<file path="src/rtl/ct_ifu_sfp_wr_ctrl_if.sv">
// Request handshake from the LSU and the shared write bus into the SFP entry array.
interface ct_ifu_sfp_wr_ctrl_if #(
    parameter int unsigned IDX_W = 4
);
    localparam int unsigned ENTRY_NUM = 2**IDX_W;

    logic                 lsu_ifu_sfp_req_vld;
    logic                 lsu_ifu_sfp_req_rdy;
    logic [1:0]           lsu_ifu_sfp_req_op;
    logic                 lsu_ifu_sfp_req_type;
    logic [19:0]          lsu_ifu_sfp_req_pc;
    logic [IDX_W-1:0]     lsu_ifu_sfp_req_idx;

    logic [ENTRY_NUM-1:0] entry_write_en;
    logic [ENTRY_NUM-1:0] entry_clk_en;
    logic                 entry_sf_pc_updt_bit;
    logic                 entry_bar_pc_updt_bit;
    logic                 entry_cnt_updt_bit;
    logic [24:0]          entry_write_data;

    modport master (
        output lsu_ifu_sfp_req_vld, lsu_ifu_sfp_req_op, lsu_ifu_sfp_req_type,
               lsu_ifu_sfp_req_pc, lsu_ifu_sfp_req_idx,
        input  lsu_ifu_sfp_req_rdy, entry_write_en, entry_clk_en,
               entry_sf_pc_updt_bit, entry_bar_pc_updt_bit, entry_cnt_updt_bit,
               entry_write_data
    );

    modport slave (
        input  lsu_ifu_sfp_req_vld, lsu_ifu_sfp_req_op, lsu_ifu_sfp_req_type,
               lsu_ifu_sfp_req_pc, lsu_ifu_sfp_req_idx,
        output lsu_ifu_sfp_req_rdy, entry_write_en, entry_clk_en,
               entry_sf_pc_updt_bit, entry_bar_pc_updt_bit, entry_cnt_updt_bit,
               entry_write_data
    );
endinterface

</file>
<file path="src/rtl/ct_ifu_sfp_wr_ctrl.sv">
// SFP entry-array write controller: 4-deep training FIFO, round-robin allocation
// pointer and a sequenced invalidate sweep, issuing at most one write per cycle.
module ct_ifu_sfp_wr_ctrl #(
    parameter int unsigned IDX_W = 4
) (
    input  logic                  forever_cpuclk,
    input  logic                  cpurst,
    input  logic                  cp0_ifu_nsfe,
    input  logic                  sfp_vl_pred_en,
    input  logic                  cp0_ifu_sfp_inv,
    ct_ifu_sfp_wr_ctrl_if.slave   sfp_if,
    output logic [IDX_W-1:0]      sfp_alloc_ptr,
    output logic                  sfp_wr_busy
);
    localparam int unsigned ENTRY_NUM  = 2**IDX_W;
    localparam int unsigned FIFO_DEPTH = 4;
    localparam int unsigned PTR_W      = 2;
    localparam int unsigned CNT_W      = 3;

    localparam logic [1:0] OP_ALLOC = 2'b00;
    localparam logic [1:0] OP_BAR   = 2'b01;
    localparam logic [1:0] OP_INC   = 2'b10;

    typedef enum logic {IDLE, INV} state_t;

    typedef struct packed {
        logic [1:0]       op;
        logic             typ;
        logic [19:0]      pc;
        logic [IDX_W-1:0] idx;
    } fifo_ent_t;

    state_t               state_q, state_nxt;
    fifo_ent_t            fifo_q [FIFO_DEPTH];
    logic [PTR_W-1:0]     wr_ptr_q, wr_ptr_nxt, rd_ptr_q, rd_ptr_nxt;
    logic [CNT_W-1:0]     cnt_q, cnt_nxt;
    logic [IDX_W-1:0]     alloc_q, alloc_nxt, sweep_q, sweep_nxt;
    logic [ENTRY_NUM-1:0] we_q, we_nxt;
    logic                 sf_q, sf_nxt, bar_q, bar_nxt, cu_q, cu_nxt;
    logic [24:0]          data_q, data_nxt;

    logic      en, full, empty, rdy_c, push, pop;
    fifo_ent_t head, req_ent;

    assign en      = cp0_ifu_nsfe | sfp_vl_pred_en;
    assign full    = (cnt_q == CNT_W'(FIFO_DEPTH));
    assign empty   = (cnt_q == '0);
    assign rdy_c   = !full && (state_q == IDLE) && en && !cp0_ifu_sfp_inv;
    assign push    = sfp_if.lsu_ifu_sfp_req_vld && rdy_c;
    // An invalidate in the same cycle drops the head instead of issuing it.
    assign pop     = (state_q == IDLE) && !empty && en && !cp0_ifu_sfp_inv;
    assign head    = fifo_q[rd_ptr_q];
    assign req_ent = '{op:  sfp_if.lsu_ifu_sfp_req_op,
                       typ: sfp_if.lsu_ifu_sfp_req_type,
                       pc:  sfp_if.lsu_ifu_sfp_req_pc,
                       idx: sfp_if.lsu_ifu_sfp_req_idx};

    always_comb begin
        state_nxt  = state_q;
        wr_ptr_nxt = wr_ptr_q + PTR_W'(push);
        rd_ptr_nxt = rd_ptr_q + PTR_W'(pop);
        cnt_nxt    = cnt_q + CNT_W'(push) - CNT_W'(pop);
        alloc_nxt  = alloc_q;
        sweep_nxt  = sweep_q;
        we_nxt     = '0;
        sf_nxt     = 1'b0;
        bar_nxt    = 1'b0;
        cu_nxt     = 1'b0;
        data_nxt   = '0;
        if (!en) begin
            state_nxt  = IDLE;
            wr_ptr_nxt = '0;
            rd_ptr_nxt = '0;
            cnt_nxt    = '0;
        end else if (cp0_ifu_sfp_inv) begin
            // Start (or restart) the sweep from entry 0 and drop everything queued.
            state_nxt  = INV;
            wr_ptr_nxt = '0;
            rd_ptr_nxt = '0;
            cnt_nxt    = '0;
            sweep_nxt  = '0;
            alloc_nxt  = '0;
        end else begin
            case (state_q)
                IDLE: begin
                    if (pop) begin
                        if (head.op == OP_ALLOC) begin
                            we_nxt    = ENTRY_NUM'(1) << alloc_q;
                            sf_nxt    = 1'b1;
                            cu_nxt    = 1'b1;
                            data_nxt  = {head.typ, head.pc, 4'b0010};
                            alloc_nxt = alloc_q + IDX_W'(1);
                        end else if (head.op == OP_BAR) begin
                            we_nxt   = ENTRY_NUM'(1) << head.idx;
                            bar_nxt  = 1'b1;
                            data_nxt = {head.typ, head.pc, 4'b0000};
                        end else begin
                            we_nxt   = ENTRY_NUM'(1) << head.idx;
                            cu_nxt   = 1'b1;
                            data_nxt = {head.typ, head.pc,
                                        (head.op == OP_INC) ? 4'b0100 : 4'b0001};
                        end
                    end
                end
                INV: begin
                    we_nxt    = ENTRY_NUM'(1) << sweep_q;
                    cu_nxt    = 1'b1;
                    data_nxt  = {1'b0, 20'b0, 4'b1000};
                    sweep_nxt = sweep_q + IDX_W'(1);
                    if (sweep_q == IDX_W'(ENTRY_NUM - 1)) state_nxt = IDLE;
                end
                default: state_nxt = IDLE;
            endcase
        end
    end

    always_ff @(posedge forever_cpuclk) begin
        if (cpurst) begin
            state_q  <= IDLE;
            wr_ptr_q <= '0;
            rd_ptr_q <= '0;
            cnt_q    <= '0;
            alloc_q  <= '0;
            sweep_q  <= '0;
            we_q     <= '0;
            sf_q     <= 1'b0;
            bar_q    <= 1'b0;
            cu_q     <= 1'b0;
            data_q   <= '0;
        end else begin
            state_q  <= state_nxt;
            wr_ptr_q <= wr_ptr_nxt;
            rd_ptr_q <= rd_ptr_nxt;
            cnt_q    <= cnt_nxt;
            alloc_q  <= alloc_nxt;
            sweep_q  <= sweep_nxt;
            we_q     <= we_nxt;
            sf_q     <= sf_nxt;
            bar_q    <= bar_nxt;
            cu_q     <= cu_nxt;
            data_q   <= data_nxt;
        end
    end

    // Payload storage needs no reset; occupancy is tracked by cnt_q.
    always_ff @(posedge forever_cpuclk) begin
        if (push) fifo_q[wr_ptr_q] <= req_ent;
    end

    assign sfp_if.lsu_ifu_sfp_req_rdy   = rdy_c;
    assign sfp_if.entry_write_en        = we_q;
    assign sfp_if.entry_clk_en          = we_q;
    assign sfp_if.entry_sf_pc_updt_bit  = sf_q;
    assign sfp_if.entry_bar_pc_updt_bit = bar_q;
    assign sfp_if.entry_cnt_updt_bit    = cu_q;
    assign sfp_if.entry_write_data      = data_q;
    assign sfp_alloc_ptr                = alloc_q;
    assign sfp_wr_busy                  = (state_q == INV) || !empty;
endmodule

</file>
<file path="src/flat_wrapper.sv">
// flat-port wrapper written by rule: the top's interface ports become plain ports
module ct_ifu_sfp_wr_ctrl_flat 
#(
    parameter int unsigned IDX_W = 4
)
  (forever_cpuclk, cpurst, cp0_ifu_nsfe, sfp_vl_pred_en, cp0_ifu_sfp_inv, sfp_alloc_ptr, sfp_wr_busy, sfp_if_lsu_ifu_sfp_req_vld, sfp_if_lsu_ifu_sfp_req_op, sfp_if_lsu_ifu_sfp_req_type, sfp_if_lsu_ifu_sfp_req_pc, sfp_if_lsu_ifu_sfp_req_idx, sfp_if_lsu_ifu_sfp_req_rdy, sfp_if_entry_write_en, sfp_if_entry_clk_en, sfp_if_entry_sf_pc_updt_bit, sfp_if_entry_bar_pc_updt_bit, sfp_if_entry_cnt_updt_bit, sfp_if_entry_write_data);
  ct_ifu_sfp_wr_ctrl_if #(.IDX_W(IDX_W)) sfp_if_i ();
  input  logic forever_cpuclk;
  input  logic cpurst;
  input  logic cp0_ifu_nsfe;
  input  logic sfp_vl_pred_en;
  input  logic cp0_ifu_sfp_inv;
  output logic [IDX_W-1:0] sfp_alloc_ptr;
  output logic sfp_wr_busy;
  input wire logic [$bits(sfp_if_i.lsu_ifu_sfp_req_vld)-1:0] sfp_if_lsu_ifu_sfp_req_vld;
  input wire logic [$bits(sfp_if_i.lsu_ifu_sfp_req_op)-1:0] sfp_if_lsu_ifu_sfp_req_op;
  input wire logic [$bits(sfp_if_i.lsu_ifu_sfp_req_type)-1:0] sfp_if_lsu_ifu_sfp_req_type;
  input wire logic [$bits(sfp_if_i.lsu_ifu_sfp_req_pc)-1:0] sfp_if_lsu_ifu_sfp_req_pc;
  input wire logic [$bits(sfp_if_i.lsu_ifu_sfp_req_idx)-1:0] sfp_if_lsu_ifu_sfp_req_idx;
  output wire logic [$bits(sfp_if_i.lsu_ifu_sfp_req_rdy)-1:0] sfp_if_lsu_ifu_sfp_req_rdy;
  output wire logic [$bits(sfp_if_i.entry_write_en)-1:0] sfp_if_entry_write_en;
  output wire logic [$bits(sfp_if_i.entry_clk_en)-1:0] sfp_if_entry_clk_en;
  output wire logic [$bits(sfp_if_i.entry_sf_pc_updt_bit)-1:0] sfp_if_entry_sf_pc_updt_bit;
  output wire logic [$bits(sfp_if_i.entry_bar_pc_updt_bit)-1:0] sfp_if_entry_bar_pc_updt_bit;
  output wire logic [$bits(sfp_if_i.entry_cnt_updt_bit)-1:0] sfp_if_entry_cnt_updt_bit;
  output wire logic [$bits(sfp_if_i.entry_write_data)-1:0] sfp_if_entry_write_data;
  assign sfp_if_i.lsu_ifu_sfp_req_vld = sfp_if_lsu_ifu_sfp_req_vld;
  assign sfp_if_i.lsu_ifu_sfp_req_op = sfp_if_lsu_ifu_sfp_req_op;
  assign sfp_if_i.lsu_ifu_sfp_req_type = sfp_if_lsu_ifu_sfp_req_type;
  assign sfp_if_i.lsu_ifu_sfp_req_pc = sfp_if_lsu_ifu_sfp_req_pc;
  assign sfp_if_i.lsu_ifu_sfp_req_idx = sfp_if_lsu_ifu_sfp_req_idx;
  assign sfp_if_lsu_ifu_sfp_req_rdy = sfp_if_i.lsu_ifu_sfp_req_rdy;
  assign sfp_if_entry_write_en = sfp_if_i.entry_write_en;
  assign sfp_if_entry_clk_en = sfp_if_i.entry_clk_en;
  assign sfp_if_entry_sf_pc_updt_bit = sfp_if_i.entry_sf_pc_updt_bit;
  assign sfp_if_entry_bar_pc_updt_bit = sfp_if_i.entry_bar_pc_updt_bit;
  assign sfp_if_entry_cnt_updt_bit = sfp_if_i.entry_cnt_updt_bit;
  assign sfp_if_entry_write_data = sfp_if_i.entry_write_data;
  ct_ifu_sfp_wr_ctrl #(.IDX_W(IDX_W)) u_core (.forever_cpuclk(forever_cpuclk), .cpurst(cpurst), .cp0_ifu_nsfe(cp0_ifu_nsfe), .sfp_vl_pred_en(sfp_vl_pred_en), .cp0_ifu_sfp_inv(cp0_ifu_sfp_inv), .sfp_if(sfp_if_i), .sfp_alloc_ptr(sfp_alloc_ptr), .sfp_wr_busy(sfp_wr_busy));
endmodule
</file>
<file path="config.mk">
export PLATFORM = sky130hd
export DESIGN_NAME = ct_ifu_sfp_wr_ctrl_flat
export DESIGN_NICKNAME = d
export VERILOG_FILES = /design/src/rtl/ct_ifu_sfp_wr_ctrl_if.sv /design/src/rtl/ct_ifu_sfp_wr_ctrl.sv /design/src/flat_wrapper.sv
export SDC_FILE = /design/constraint.sdc
export NUM_CORES = 1
export LEC_CHECK = 0
export BUFFER_PORTS_ARGS = -buffer_cell sky130_fd_sc_hd__buf_2
export CAP_MARGIN = 20
export CORE_MARGIN = 3
export CORE_UTILIZATION = 56
export DETAILED_ROUTE_END_ITERATION = 16
export HOLD_SLACK_MARGIN = 0.06
export MAX_ROUTING_LAYER = met4
export PLACE_DENSITY = 0.87
export SYNTH_ARGS = -nofsm -noshare
export SYNTH_HDL_FRONTEND = slang
export SYNTH_SLANG_ARGS = --single-unit
</file>
<file path="constraint.sdc">
create_clock -name forever_cpuclk -period 4.9 [get_ports forever_cpuclk]
set_input_delay 0.735 -clock forever_cpuclk [delete_from_list [all_inputs] [get_ports forever_cpuclk]]
set_output_delay 0.735 -clock forever_cpuclk [all_outputs]
set_load 0.1 [all_outputs]
</file>
## Yosys cells after proc, flatten, opt, wreduce, memory -nomap -nowiden

Memory sizes are Yosys's and may differ from the RTL's. A register that Yosys moved wholly into a read port is not among the register bits.
Index checks and enable logic that the tools add are counted.

- Register bits: 60
- Memory bits (writable): 108
- Input bits: 33
- Logic and storage cells: 78
- Memories: 1

Memory list:

| name | depth | bits a word | rd ports | clocked after memory_dff | wr ports | RTL line | source |
|---|---|---|---|---|---|---|---|
| u_core.fifo_q | 4 | 27 | 1 | 1 | 1 | ct_ifu_sfp_wr_ctrl.sv:34 | `fifo_ent_t fifo_q [FIFO_DEPTH];` |

- $add $sub $neg: 6
- Equal/unequal tests: 5
- Shifts and indexed selects: 3
- Mux-type cells: 26
- Bitwise operators: 4
- Reductions and logical operators: 22

Operators by type and width:

| cell | count |
|---|---|
| 25-bit one-hot mux with 2 select lines | 1 |
| 1-bit by 4-bit left shift with 16-bit output, first input constant | 3 |
| 16-bit 2-to-1 mux | 2 |
| 4-bit 2-to-1 mux | 8 |
| 16-bit one-hot mux with 2 select lines | 1 |
| 25-bit 2-to-1 mux | 1 |
| 1-bit 2-to-1 mux | 10 |
| 4-bit by 1-bit adder with 4-bit output, second input constant | 2 |
| 1-bit logical AND | 7 |
| 2-bit nonzero test | 3 |
| 6-bit OR reduction | 1 |
| 5-bit OR reduction | 1 |
| 2-bit by 1-bit adder with 2-bit output | 2 |
| 4-bit equality test, second input constant | 1 |
| 4-bit AND reduction | 1 |
| 3-bit by 1-bit adder with 3-bit output | 1 |
| 3-bit equality test, second input constant | 1 |
| 1-bit logical NOT | 3 |
| 3-bit logical NOT | 1 |
| 3-bit 2-to-1 mux | 1 |
| 1-bit inverter | 3 |
| 3-bit OR reduction | 1 |
| 3-bit by 1-bit subtractor with 3-bit output | 1 |
| 2-bit by 1-bit equality test with 1-bit output, second input constant | 1 |
| other kinds (9) | 9 |

## Depth between registers and ports, before layout

Gate-level depths: netlist of run 1.

- Depth after elaboration: 8
- Mapped depth: 10
- Gate-level depth less buffers: 10

## Worst setup path after synthesis of run 1

OpenSTA, ideal clock, no wires.

- Path kind: in2reg
- From: input port cp0_ifu_sfp_inv
- To: memory u_core.fifo_q[2][0] (netlist bit) (enable)
- Data arrival time: 8.397 ns
- Required time: 4.449 ns
- Path slack: -3.948 ns
- Stages on the path: 4
- Buffers on the path: 1
- Cells stage by stage: clkbuf_1 > a2111oi_0 > nand2_1 > nor3b_1

- Cells in the longest elaborated chain, start to end: 5

Ends and longest elaborated chain:

| item | RTL line | source |
|---|---|---|
| start: declaration | flat_wrapper.sv:12 | `input logic cp0_ifu_sfp_inv;` |
| 1-bit logical NOT | ct_ifu_sfp_wr_ctrl.sv:48 | `assign rdy_c = !full && (state_q == IDLE) && en && !cp0_ifu_sfp_inv;` |
| 1-bit logical AND | ct_ifu_sfp_wr_ctrl.sv:48 |  |
| via sfp_if_lsu_ifu_sfp_req_rdy | flat_wrapper.sv:20 | `output wire logic [$bits(sfp_if_i.lsu_ifu_sfp_req_rdy)-1:0] sfp_if_lsu_ifu_sfp_req_rdy;` |
| 1-bit logical AND | ct_ifu_sfp_wr_ctrl.sv:49 | `assign push = sfp_if.lsu_ifu_sfp_req_vld && rdy_c;` |
| 1-bit 2-to-1 mux | ct_ifu_sfp_wr_ctrl.sv:147 | `if (push) fifo_q[wr_ptr_q] <= req_ent;` |
| 1-bit 2-to-1 mux (implied by the code) | ct_ifu_sfp_wr_ctrl.sv:147 |  |
| end: declaration | ct_ifu_sfp_wr_ctrl.sv:34 |  |

The timed path passes the listed nets, and every way through them passes these cells.

## Final worst setup path of run 1

- From: register u_core.cnt_q[1]
- To: output port sfp_if_lsu_ifu_sfp_req_rdy

- Cells in the longest elaborated chain, start to end: 5

Ends and longest elaborated chain:

| item | RTL line | source |
|---|---|---|
| start: declaration | ct_ifu_sfp_wr_ctrl.sv:36 | `logic [CNT_W-1:0] cnt_q, cnt_nxt;` |
| start signal: assignment | ct_ifu_sfp_wr_ctrl.sv:134 | `cnt_q <= cnt_nxt;` |
| 3-bit equality test | ct_ifu_sfp_wr_ctrl.sv:46 | `assign full = (cnt_q == CNT_W'(FIFO_DEPTH));` |
| 1-bit logical NOT | ct_ifu_sfp_wr_ctrl.sv:48 |  |
| 1-bit logical AND (3 in a row) | ct_ifu_sfp_wr_ctrl.sv:48 |  |
| end: declaration | flat_wrapper.sv:20 |  |

No other way between the ends.

==> summary.txt, run 1 <==
Routing
  • First-pass iteration count of the detailed router: 4
  • Detail Route Antenna Nets: 0
  • DRC Markers: 0
  • Vias per std cell: 5.61
  • DRT Wirelength: 12.0 mm
  • DR vias: 3,580
  • Wire per inst: 18.8 µm
  • Initial drt markers: 260

STA
  • Worst-Margin Slew: 1.03 ns
  • Final hold vios: 0
  • Slew headroom: 31.2%
  • Final Critical Period: 2.64 ns
  • Period Utilization, post-route: 53.9%
  • Final Setup Violations: 0
  • RSZ-0062 raised after global routing: no
  • Fmax achieved: 0.379 GHz
  • Max-slew violations: 0
  • Clock Skews: 0.0211 ns
  • Fin Setup TNS: 0 ns

Worst setup path
  • Kind of critical path: flop to output port
  • CP Launch Type: flop
  • Worst Path Required: 4.16 ns
  • Crit end category: output port
  • Max FO, Critical Path: 4
  • Arr. time, crit path: 1.91 ns

Synth
  • Synth cell types: 37
  • Synth Area in XOR/XNOR: 0.975%
  • Post-synthesis net count: 437
  • Number of synthesized register bits: 167
  • Synth Area in Simple Gates: 9.03%
  • Cell count after synthesis: 392
  • Largest family of logic cells by synthesized area: multiplexers
  • Mapped Area: 6290 µm²
  • Synthesized area per cell: 16.0 µm²
  • Post-synthesis async set-or-reset flop share: 0%
  • Adder-Cell Fraction of Synth Area: 2.51%
  • Yosys warning count: 0
  • Number of synthesized flops with an enable pin: 108
  • Seq/Total Area, Yosys: 70.4%
  • Ys flop type: edfxtp_1
  • Post-synthesis mux area share: 9.67%
  • Synth Area in Compound Gates: 3.70%

Final layout
  • Share of cells above drive strength 1: 36.0%
  • P&R area growth vs syn: 18.1%
  • Most common cell after layout, fill and taps aside: edfxtp_1
  • Fillcell total: 711
  • Most frequent cells in the layout: 108 x edfxtp_1, 98 x buf_2, 58 x dfxtp_1
  • Final #Nets: 529
  • Final Core Density: 68.2%

Global route
  • First-pass GRT wire length: 19.4 mm
  • Vias in the first global route: 3,864
  • Initial antenna violation count: 1
  • Largest net degree at the start of global routing: 29
  • Tot GR Track Use: 21.0%
  • Remaining global-route overflow: 0

Placed design
  • IO buf count: 98
  • Final HPWL DP: 7.79 mm
  • RePlAce Congestion: 0.781

Clock tree
  • CTS tree: yes
  • Clk pin slew, worst setup/hold paths: 0.07 ns
  • H-tree Lvls: 4
  • Root buf cell: clkbuf_8
  • Clock Sink Count: 167
  • Later-pin clock latency in the skew report: 0.52 ns
  • Setup Buffers After CTS: 0
  • Total CTS buffers: 17
  • CTS resizes: 0
  • Max clock buf depth: 2
  • CTS Hold Bufs: 0

Pwr
  • Leak: 0.00286 µW
  • PwrDens: 386 nW/µm²
  • Peak VDD IR: 0.357 mV

Floorplan
  • Number of core rows: 38
  • Die width: 112 µm
  • Die height: 112 µm
  • Die ar.: 12,500 µm²
  • # IOs: 99
  • Starting density of the core: 57.8%
  • Core area: 10,900 µm²

Worst hold path
  • Hold Crit Class: primary input to flop

Flow run
  • Max_cap viols: 0

Status
  • Status: finished clean
## cell families after synthesis
logic type,count (synthesis)
DFF,167
adders and majority gates,12
buffers and inverters,40
muxes,27
AOI/OAI and AO/OA,38
and+or+nand+nor,101
xor gates and xnor gates,7
## routing by layer
metal / global-route usage (%) / up-vias / share of wire [%]
li1: - / 1670 / -
met1: 23.8 / 1749 / 38
met2: 35.5 / 148 / 53
met3: 6.58 / 13 / 7.2
met4: 7.53 / 0 / 1.2
met5: - / - / 0
## Yosys cell counts, types with 9 or more instances
cell type | count | area share, %
nand2_1 | 10 | 0.60
ha_1 | 11 | 2.2
edfxtp_1 | 108 | 52
dfxtp_1 | 59 | 19
clkbuf_1 | 9 | 0.54
mux4_2 | 27 | 9.7
and3_1 | 26 | 2.6
o22ai_1 | 12 | 1.2
buf_4 | 18 | 2.1
nor3_1 | 9 | 0.72
nor2_1 | 20 | 1.2
## final cells by class
type | count | area (µm²) | share of cell area (%)
antenna | 1 | 2.50 | 0.0337
clock buffer | 21 | 482 | 6.49
clock inverter | 11 | 86.3 | 1.16
inverter | 7 | 26.3 | 0.354
multi-input combinational | 185 | 1680 | 22.6
sequential | 167 | 4430 | 59.6
tap | 140 | 175 | 2.36
timing repair buffer | 106 | 551 | 7.41
## final timing paths
| check | start | to | slack, ns | depth (start not counted) |
|---|---|---|---|---|
| worst max-delay path | u_core.cnt_q[1] | sfp_if_lsu_ifu_sfp_req_rdy | 2.26 | 3 |
| worst min-delay path | sfp_if_lsu_ifu_sfp_req_pc[12] | u_core.fifo_q[1][16] | 0.42 | 1 |
| worst max register to register | u_core.rd_ptr_q[1] | u_core.sfp_if.entry_clk_en[2] | 2.32 | 6 |
| worst min register to register | u_core.cnt_q[1] | u_core.cnt_q[2] | 0.61 | 2 |
## flip-flops by register name (all words and copies together) (netlist names)
name                                 cells
u_core.fifo_q                          108
u_core.cnt_q                             3
u_core.sfp_alloc_ptr                     4
u_core.sweep_q                           4
u_core.rd_ptr_q                          2
u_core.sfp_if.entry_clk_en              16
u_core.sfp_if.entry_cnt_updt_bit         1
u_core.wr_ptr_q                          2
u_core.sfp_if.entry_write_data          25
u_core.state_q                           1
u_core.sfp_if.entry_bar_pc_updt_bit      1
## per-stage QoR
step / power (µW) / cell area, µm² / instances / worst slack (ns) / hold slack [ns]
3_5_place_dp: 1650 / 6860 / 605 / 1.96 / 0.592
5_1_grt: 2960 / 7430 / 638 / 2.15 / 0.390
4_1_cts: 2890 / 7420 / 637 / 2.22 / 0.400
2_1_floorplan: 1610 / 6320 / 392 / 0.770 / 0.512
3_3_place_gp: 1650 / 6860 / 605 / 2.02 / 0.551
6_report: 2860 / 7430 / 638 / 2.26 / 0.424
## critical path, stage by stage (launching register included)
cell,delay [ns]
dfxtp_1,0.42
nor2_1,0.11
a2111oi_4,0.36
buf_2,0.49
## power breakdown
part           internal (µW)  total, µW  switching, µW
combinational           31.9        106           73.9
clock                    705       1240            535
sequential              1510       1520           7.39
(Power assumes the default switching activity.)
==> run 2: changes to the inputs <==
- CORE_UTILIZATION: 56 -> 50
- PLACE_DENSITY: 0.87 -> 0.83
- clock period: 4.9 -> 2.3 ns (I/O delays scaled with it)
==> run 2 against run 1 <==
Critical path type is now flop to flop. Design area up 3.0%. Critical endpoint is now u_core.cnt_q[2]. Worst setup slack got worse by 2.1 ns. Core utilization down 5.3 points.
==> summary.txt, run 2 (same netlist as run 1, synthesis figures left out) <==
Final layout
  • Most frequent cells in the layout: 108 x edfxtp_1, 98 x buf_2, 55 x dfxtp_1
  • Reg area: 4430 µm² (+0.20%)
  • P&R area growth vs syn: 21.6%
  • Fillcell total: 873 (+23%)
  • Reg with most FFs: u_core.fifo_q
  • Max reg flops: 108 (unchanged)
  • Final Core Density: 62.9% (-5.3 points)
  • Design Area, Final: 7650 µm² (+3.0%)
  • Share of cells above drive strength 1: 39.4% (+3.4 points)
  • Most common cell after layout, fill and taps aside: edfxtp_1
  • Area of the multi-input gates: 1710 µm² (+1.9%)
  • Final #Nets: 540 (+2.1%)

Routing
  • First-pass iteration count of the detailed router: 5 (+1)
  • Vias per std cell: 5.56 (-0.86%)
  • DR vias: 3,766 (+5.2%)
  • Detail Route Antenna Nets: 0 (unchanged)
  • Wire per inst: 19.0 µm (+1.1%)
  • Initial drt markers: 445 (+71%)
  • DRC Markers: 0 (unchanged)
  • DRT Wirelength: 12.9 mm (+7.3%)

Global route
  • Vias in the first global route: 3,832 (-0.83%)
  • Initial antenna violation count: 1 (unchanged)
  • Tot GR Track Use: 19.9% (-1.2 points)
  • Remaining global-route overflow: 0 (unchanged)
  • Largest net degree at the start of global routing: 31 (+6.9%)
  • First-pass GRT wire length: 20.5 mm (+5.3%)

Worst setup path
  • Worst R2R Start: u_core.cnt_q[2]
  • Critical path buffers and inverters: 2 (+1)
  • Kind of critical path: flop to flop
  • Arr. time, crit path: 2.46 ns (+0.55 ns)
  • CP Launch Type: flop
  • Max FO, Critical Path: 3 (-1)
  • Worst path top cell family by delay: adder cells
  • Critical Path, Cell by Cell: nor3_1 > nor4_2 > ha_1 > inv_1 > ha_1 > inv_1 > fa_2 > xor2_1 > xnor2_1 > nor2_1
  • Critical Path Start: u_core.cnt_q[2]
  • R2r setup slk: 0.14 ns (-2.18 ns)
  • R2R cell count: 10 (+4)
  • CP max stage delay: 0.37 ns (-0.12 ns)
  • CP endpoint: u_core.cnt_q[2]
  • Reg2Reg Capture Point: u_core.cnt_q[2]
  • CP max-delay cell: dfxtp_4
  • Crit end category: flop
  • Worst Path Required: 2.60 ns (-1.56 ns)
  • Worst path depth: 10 (+7)

STA
  • Max-slew violations: 0 (unchanged)
  • Clock Skews: 0.0112 ns (-0.00984 ns)
  • Fmax achieved: 0.462 GHz
  • Period Utilization, post-route: 94.1%
  • Final Critical Period: 2.16 ns
  • RSZ-0062 raised after global routing: yes
  • Worst-Margin Slew: 0.586 ns (-0.441 ns)
  • Final hold vios: 0 (unchanged)
  • Slew headroom: 60.7% (+30 points)
  • Final Setup Violations: 0 (unchanged)

Clock tree
  • Clock Sink Count: 167 (unchanged)
  • Max clock buf depth: 2 (unchanged)
  • Root buf cell: clkbuf_16
  • CTS tree: yes
  • Later-pin clock latency in the skew report: 0.43 ns (-0.09 ns)
  • Clk pin slew, worst setup/hold paths: 0.07 ns (about the same)
  • H-tree Lvls: 4 (unchanged)
  • CTS Hold Bufs: 0 (unchanged)
  • Total CTS buffers: 17 (unchanged)

Floorplan
  • Die ar.: 14,000 µm² (+11%)
  • Die height: 118 µm (+5.5%)
  • Die width: 118 µm (+5.5%)
  • Number of core rows: 40 (+5.3%)
  • Starting density of the core: 51.7% (-6.0 points)
  • Core area: 12,200 µm² (+12%)
  • # IOs: 99 (unchanged)

Flow run
  • Max_cap viols: 0 (unchanged)

Placed design
  • Area after DPL: 7030 µm² (+2.6%)
  • IO buf count: 98 (unchanged)
  • RePlAce Congestion: 0.829 (+6.2%)
  • Final HPWL DP: 8.09 mm (+3.9%)

Pwr
  • Sequential fraction of design power: 51.9% (-1.1 points)
  • Sw power: 1380 µW (+120%)
  • Peak VDD IR: 0.775 mV (+120%)
  • PwrDens: 813 nW/µm² (+110%)
  • Comb pwr share: 4.0% (+0.3 points)
  • Part of the power in the clock network: 44.1% (+0.8 points)
  • Pint: 4840 µW (+120%)
  • Leak: 0.00293 µW (+2.4%)
  • Switch share: 22.1% (+0.60 points)

Worst hold path
  • Hold Crit Class: primary input to flop

Status
  • Status: finished clean
-- run 2: changes by cell type in the layout (fill, tap and decap cells not counted), sizes merged --
| cell | before | now |
|---|---|---|
| bufinv | 0 | 1 |
| clkbuf | 21 | 18 |
| clkinvlp | 1 | 3 |
| clkinv | 6 | 5 |
| inv | 11 | 12 |
| buf | 106 | 117 |
-- run 2: worst min-delay path by stage --
stage / start / to / slack (ns) / cells past startpoint
global placement: u_core.cnt_q[1] / u_core.cnt_q[2] / 0.54 / 2
floorplan: sfp_if_lsu_ifu_sfp_req_idx[0] / u_core.fifo_q[0][0] / 0.44 / 0
finish: sfp_if_lsu_ifu_sfp_req_pc[12] / u_core.fifo_q[1][16] / 0.13 / 1
detailed placement: sfp_if_lsu_ifu_sfp_req_op[0] / u_core.fifo_q[2][25] / 0.56 / 1
global route: sfp_if_lsu_ifu_sfp_req_pc[1] / u_core.fifo_q[2][5] / 0.12 / 1
CTS: sfp_if_lsu_ifu_sfp_req_op[0] / u_core.fifo_q[2][25] / 0.12 / 1
-- run 2: layout make-up --
cell class / instances / share of cell area [%]
Timing Repair Buffer: 117 / 8.93
Clock buffer: 18 / 5.74
Antenna cell: 1 / 0.0327
Inverter: 7 / 0.344
Tap cell: 168 / 2.75
Multi-Input combinational cell: 185 / 22.4
Clock inverter: 14 / 1.85
Sequential cell: 167 / 58.0
-- run 2: power groups by stage --
stage / registers [µW] / clock network [µW] / logic (µW)
after CTS: 3230 / 2780 / 249
after global placement: 3290 / 0 / 237
after detailed placement: 3290 / 0 / 246
after floorplan: 3320 / 0 / 126
after global routing: 3230 / 2900 / 270
final: 3230 / 2740 / 251
-- run 2: metal layers --
metal | part of all wire, % | GRT usage (%)
met4 | 1.2 | 6.37
met5 | 0 | -
met2 | 53 | 33.3
met1 | 38 | 23.0
met3 | 8.0 | 6.27
-- run 2: what timing repair did --
action	in CTS	in global routing
setup buffers	0	2
setup endpoints to repair	1	1
gates resized for setup	1	5
endpoints found under the hold margin	0	0
pin swaps	0	5
-- run 2: through the flow --
stage | setup slack (ns) | setup TNS, ns | total power [µW] | hold slack [ns] | cells
after detailed placement | -0.0681 | -0.0681 | 3540 | 0.562 | 642
after global routing | -0.0136 | -0.0136 | 6390 | 0.119 | 677
after floorplan | -0.803 | -72.99 | 3440 | 0.444 | 392
final | 0.137 | 0 | 6220 | 0.130 | 677
after global placement | 0.130 | 0 | 3530 | 0.536 | 642
after CTS | 0.0117 | 0 | 6250 | 0.116 | 674
